<file path="config.mk">
export PLATFORM = sky130hd
export DESIGN_NAME = two_fifo_pipe
export DESIGN_NICKNAME = d
export VERILOG_FILES = /design/src/rtl/two_fifo_pipe_pkg.sv /design/src/rtl/sync_fifo.sv /design/src/rtl/two_fifo_pipe.sv
export SDC_FILE = /design/constraint.sdc
export NUM_CORES = 1
export LEC_CHECK = 0
export CAP_MARGIN = 10
export CORE_ASPECT_RATIO = 0.75
export CORE_UTILIZATION = 40
export DETAILED_ROUTE_END_ITERATION = 12
export SYNTH_ARGS = -nofsm -noshare
export SYNTH_HDL_FRONTEND = slang
export SYNTH_SLANG_ARGS = --single-unit
</file>
<file path="constraint.sdc">
create_clock -name clk -period 5.9 [get_ports clk]
set_input_delay 1.18 -clock clk [delete_from_list [all_inputs] [get_ports clk]]
set_output_delay 1.18 -clock clk [all_outputs]
set_load 0.01 [all_outputs]
</file>
<file path="src/rtl/two_fifo_pipe_pkg.sv">
// Shared widths and field layout for the DP<->VPI buffering block.
// Channel A word: {id, rw, addr, data}; channel B word: {id, data}.
package two_fifo_pipe_pkg;

    localparam int DATA_WIDTH = 32;
    localparam int ADDR_WIDTH = 31;
    localparam int TID_WIDTH  = 16;

    localparam int A_WIDTH = TID_WIDTH + 1 + ADDR_WIDTH + DATA_WIDTH;
    localparam int B_WIDTH = TID_WIDTH + DATA_WIDTH;

    // Channel A field positions, MSB first
    localparam int A_ID_MSB   = A_WIDTH - 1;
    localparam int A_ID_LSB   = A_WIDTH - TID_WIDTH;
    localparam int A_RW_BIT   = A_ID_LSB - 1;
    localparam int A_ADDR_MSB = A_RW_BIT - 1;
    localparam int A_ADDR_LSB = DATA_WIDTH;
    localparam int A_DATA_MSB = DATA_WIDTH - 1;
    localparam int A_DATA_LSB = 0;

    // Channel B field positions, MSB first
    localparam int B_ID_MSB   = B_WIDTH - 1;
    localparam int B_ID_LSB   = DATA_WIDTH;
    localparam int B_DATA_MSB = DATA_WIDTH - 1;
    localparam int B_DATA_LSB = 0;

    typedef struct packed {
        logic [TID_WIDTH-1:0]  id;
        logic                  rw;
        logic [ADDR_WIDTH-1:0] addr;
        logic [DATA_WIDTH-1:0] data;
    } a_word_t;

    typedef struct packed {
        logic [TID_WIDTH-1:0]  id;
        logic [DATA_WIDTH-1:0] data;
    } b_word_t;

endpackage

</file>
<file path="src/rtl/sync_fifo.sv">
// Single-clock FWFT FIFO with full/empty derived from a registered count.
// Optional occupancy output when TWO_FIFO_PIPE_LEVEL_EN is defined.
module sync_fifo #(
    parameter int WIDTH = 8,
    parameter int DEPTH = 4
) (
    input  logic             clk,
    input  logic             reset,
    input  logic [WIDTH-1:0] data_in,
    input  logic             wr_ctr,
    output logic             full,
    output logic [WIDTH-1:0] data_out,
    input  logic             rd_ctr,
    output logic             empty
`ifdef TWO_FIFO_PIPE_LEVEL_EN
    ,
    output logic [$clog2(DEPTH):0] level
`endif
);

    localparam int PW = $clog2(DEPTH);
    localparam logic [PW:0] FULL_CNT = (PW + 1)'(DEPTH);

    logic [WIDTH-1:0] mem [DEPTH];
    logic [PW-1:0]    wr_ptr;
    logic [PW-1:0]    rd_ptr;
    logic [PW:0]      count;
    logic             wr_en;
    logic             rd_en;

    assign empty = (count == '0);
    assign full  = (count == FULL_CNT);

    // A pop in the same cycle frees the slot a full-FIFO write needs
    assign rd_en = rd_ctr && !empty;
    assign wr_en = wr_ctr && (!full || rd_ctr);

    assign data_out = empty ? '0 : mem[rd_ptr];

`ifdef TWO_FIFO_PIPE_LEVEL_EN
    assign level = count;
`endif

    // Pointer and occupancy update; pointers wrap naturally (DEPTH is a power of two)
    always_ff @(posedge clk or posedge reset) begin
        if (reset) begin
            wr_ptr <= '0;
            rd_ptr <= '0;
            count  <= '0;
        end else begin
            if (wr_en) wr_ptr <= wr_ptr + PW'(1);
            if (rd_en) rd_ptr <= rd_ptr + PW'(1);
            case ({wr_en, rd_en})
                2'b10:   count <= count + (PW + 1)'(1);
                2'b01:   count <= count - (PW + 1)'(1);
                default: count <= count;
            endcase
        end
    end

    // Storage write; array contents are left untouched by reset
    always_ff @(posedge clk) begin
        if (wr_en) mem[wr_ptr] <= data_in;
    end

endmodule

</file>
<file path="src/rtl/two_fifo_pipe.sv">
// Bidirectional buffer between datapath and VPI side: channel A carries
// requests DP->VPI, channel B carries responses VPI->DP. Channels are
// independent FWFT FIFOs on a shared clock and reset.
// Optional macro TWO_FIFO_PIPE_LEVEL_EN adds A_level/B_level occupancy outputs.
module two_fifo_pipe
    import two_fifo_pipe_pkg::*;
#(
    parameter int A_DEPTH = 4,
    parameter int B_DEPTH = 4
) (
    input  logic               clk,
    input  logic               reset,
    input  logic [A_WIDTH-1:0] A_data_in,
    input  logic               A_wr_ctr,
    output logic               A_full,
    output logic [A_WIDTH-1:0] A_data_out,
    input  logic               A_rd_ctr,
    output logic               A_empty,
    input  logic [B_WIDTH-1:0] B_data_in,
    input  logic               B_wr_ctr,
    output logic               B_full,
    output logic [B_WIDTH-1:0] B_data_out,
    input  logic               B_rd_ctr,
    output logic               B_empty
`ifdef TWO_FIFO_PIPE_LEVEL_EN
    ,
    output logic [$clog2(A_DEPTH):0] A_level,
    output logic [$clog2(B_DEPTH):0] B_level
`endif
);

    sync_fifo #(.WIDTH(A_WIDTH), .DEPTH(A_DEPTH)) u_fifo_a (
        .clk      (clk),
        .reset    (reset),
        .data_in  (A_data_in),
        .wr_ctr   (A_wr_ctr),
        .full     (A_full),
        .data_out (A_data_out),
        .rd_ctr   (A_rd_ctr),
        .empty    (A_empty)
`ifdef TWO_FIFO_PIPE_LEVEL_EN
        ,
        .level    (A_level)
`endif
    );

    sync_fifo #(.WIDTH(B_WIDTH), .DEPTH(B_DEPTH)) u_fifo_b (
        .clk      (clk),
        .reset    (reset),
        .data_in  (B_data_in),
        .wr_ctr   (B_wr_ctr),
        .full     (B_full),
        .data_out (B_data_out),
        .rd_ctr   (B_rd_ctr),
        .empty    (B_empty)
`ifdef TWO_FIFO_PIPE_LEVEL_EN
        ,
        .level    (B_level)
`endif
    );

endmodule

</file>
==> impl_metrics.toml <==
[run_status]
outcome = "finished, final reports clean"

[power]
finalPower_w = 0.01302
p_leak_nw = 8.219
power.density_nw_per_um2 = 516.7
vdd.ir_drop.worst_uv = 274.0

[clock_network]
postCtsSetupBuffers = 0
clockBufferDepth = 3
cts.sinks = 526
clkTransAtPathRegs_ps = 60
cts_resized = 0
cts_inserted_buffers = 51
cts_tree = "yes"
hold_buffers = 0
htree_levels = 2
clock_latency_ps = 580
clockRootBuffer = "clkbuf_16"

[synthesis]
synth-xor-area-share_pct = 0.5170
synth-seq-area-share_pct = 77.36
syn_area_sq_um = 20330
synth-seq-cells = 526
synth-adder-area-share_pct = 0.8125
avgSynthCellArea_sq_um = 22.84
synthCells = 890
ys_types = 22
synthSimpleGateAreaFrac_pct = 4.481
yosys_warnings = 0
synth_compound_area_share_pct = 0.1477
synth_top_family_by_area = "multiplexers"
synthMuxAreaShare_pct = 14.61
synth_nets = 1036

[floorplan]
coreArea_sq_um = 50190
die_y_microns = 197.2
initial_core_util_pct = 40.50
rows = 71
ioPinCount = 266
dieArea_sq_um = 51740
die_w_microns = 262.3

[hold_path]
min_path_type = "flop to flop"
worstHoldStart = "u_fifo_a.count[2]"

[global_route]
grt_usage_pct = 15.90
grt_pass1_wl_mm = 61.96
grt_max_degree = 74
antenna_found_initial = 4
grt-ovfl-total = 0
grt_pass1_vias = 9897

[worst_setup_path]
worst-path-max-fanout = 51
cp_cell_sequence = "buf_12 > mux4_2 > and2_1 > clkdlybuf4s50_1"
crit_path_top_delay_cell = "dfrtp_4"
r2r_start = "u_fifo_a.count[2]"
path_delay_family = "buffers and inverters"
slowest_delay_ps = 850
critPathCaptureType = "primary output"
cp_num_buf_inv = 2
cp.required_ps = 4720
crit_start = "u_fifo_a.rd_ptr[0]"
arrival_ps = 3190
crit_path_start_kind = "flop"
path_class = "flop to primary output"

[detailed_routing]
viasPerCell = 4.953
drtPass1Iterations = 4
routed_wl_mm = 40.70
wl_per_cell_microns = 21.65
ant_nets = 0
drt_iter0_drc = 569
vias = 9311
drc_errors = 0

[place]
io_buffers = 265
gp_congestion = 0.7020
placed_cell_area_sq_um = 23610
place_ws_ps = 2021
dp_hpwl_mm = 24.25

[sta]
period_share_pct = 74.04
tightest_slew_ps = 1072
setup_viol = 0
setup_tns_ps = 0
slew_viol_final = 0
finalHoldViolCount = 0
min_period_ps = 4368
finalClockSkew_ps = 26.60
relSlewSlack_pct = 28.54
rsz0062_at_grt = "no"
timing.final.ws_setup_ps = 1532
max_freq_ghz = 0.2289

[layout]
fillers = 4018
final_area_sq_um = 25190
nets = 1327
drive_above_1_share_pct = 18.13
syn2layout_area_growth_pct = 23.94

[run]
cap_violations = 0
## path summary, 6_finish.rpt
path                                      endpoint  slack, ps  cells after the start
worst max-delay path                A_data_out[37]       1530                      4
worst min-delay path             u_fifo_a.count[2]        470                      1
worst max register to register  u_fifo_a.mem[2][4]       3500                      4
worst min register to register   u_fifo_a.count[2]        470                      1
max in group asynchronous       u_fifo_b.rd_ptr[0]       4440                      2
min in group asynchronous        u_fifo_a.count[2]        980                      2
## placed cells by master, fill, tap and decap left out, types with 2 or more instances in the layout
cell | Yosys | layout
edfxtp_1 | 512 | 512
clkdlybuf4s50_1 | 0 | 265
and2_1 | 138 | 130
mux4_2 | 118 | 118
clkbuf_16 | 0 | 52
inv_1 | 17 | 17
buf_4 | 0 | 15
clkinv_1 | 0 | 12
mux4_1 | 10 | 10
ha_1 | 10 | 10
dfrtp_1 | 14 | 10
clkbuf_1 | 14 | 9
clkinv_2 | 0 | 8
xnor2_1 | 6 | 6
xor2_1 | 6 | 6
and2_4 | 0 | 6
diode_2 | 0 | 4
clkinvlp_4 | 0 | 3
bufinv_16 | 0 | 3
dfrtp_4 | 0 | 3
or3b_1 | 2 | 2
o21a_4 | 2 | 2
mux2i_1 | 2 | 2
and2_2 | 0 | 2
mux2_4 | 2 | 2
nand3_1 | 2 | 2
nor2_1 | 2 | 2
fa_1 | 2 | 2
clkinv_4 | 0 | 2
## state kept, by name, summed over array words and instances (netlist names)
register,count
u_fifo_a.count,3
u_fifo_a.mem,320
u_fifo_a.rd_ptr,2
u_fifo_a.wr_ptr,2
u_fifo_b.count,3
u_fifo_b.mem,192
u_fifo_b.rd_ptr,2
u_fifo_b.wr_ptr,2
## metal layers
layer  global-route usage, %  vias to the layer above  part of all wire, %  routed length [microns]
met5                       0                        -                0.017                        7
met4                   4.575                        2                  1.9                      785
met3                   3.540                       61                  4.3                     1737
met2                   25.78                      172                   49                    19910
met1                   21.72                     4881                   45                    18270
li1                        -                     4195                    -                        -
## cell usage after synthesis
cell type,n,share of area [%]
mux4_2,118,13
inv_1,17,0.31
clkbuf_1,14,0.26
o21a_4,2,0.15
xnor2_1,6,0.26
xor2_1,6,0.26
ha_1,10,0.62
mux2_4,2,0.15
buf_12,8,0.79
nand3_1,2,0.049
buf_6,7,0.39
or3b_1,2,0.086
fa_1,2,0.20
mux4_1,10,1.3
mux2i_1,2,0.098
buf_2,11,0.27
dfrtp_1,14,1.7
or3_1,2,0.062
nor2_1,2,0.037
buf_1,3,0.055
edfxtp_1,512,76
and2_1,138,4.2
## power breakdown
group          leakage, nW  internal, W  switching, W
clock network        0.764      0.00174       0.00135
logic                 2.60      0.00260       0.00194
registers             4.86      0.00493      0.000456
## cells by family (layout without fill, tap and decap cells)
kind of cell,count (synthesis),after routing
compound gates,2,2
xor+xnor,12,12
fa+ha+maj,12,12
buf+inv,60,389
flops,526,526
mux,132,132
other cells,0,4
simple gates,146,146
## through the flow
step / utilization [%] / hold WS (ps) / std cells
after floorplan: - / 446.0 / 890
after global placement: 47.04 / 459.8 / 1785
after detailed placement: 47.04 / 466.8 / 1785
after CTS: 50.18 / 480.2 / 1876
after global routing: 50.19 / 496.6 / 1878
final: 50.20 / 472.8 / 1880
## worst register-to-register path, delay by kind of cell, from the launching register on
| kind | cells | cell delay, ps |
|---|---|---|
| buf+inv | 1 | 540 |
| flops | 1 | 390 |
| simple gates | 2 | 890 |
| compound gates | 1 | 200 |
## cell type report
type	count	area [sq um]	area share, %
Sequential cell	526	15740	62.47
Multi-Input combinational cell	304	4200	16.67
Timing Repair Buffer	281	2785	11.05
Clock buffer	61	1335	5.299
Tap cell	657	822.0	3.263
Clock inverter	30	240.2	0.9535
Inverter	17	63.81	0.2533
Antenna cell	4	10.01	0.03973
(Power assumes the default switching activity.)
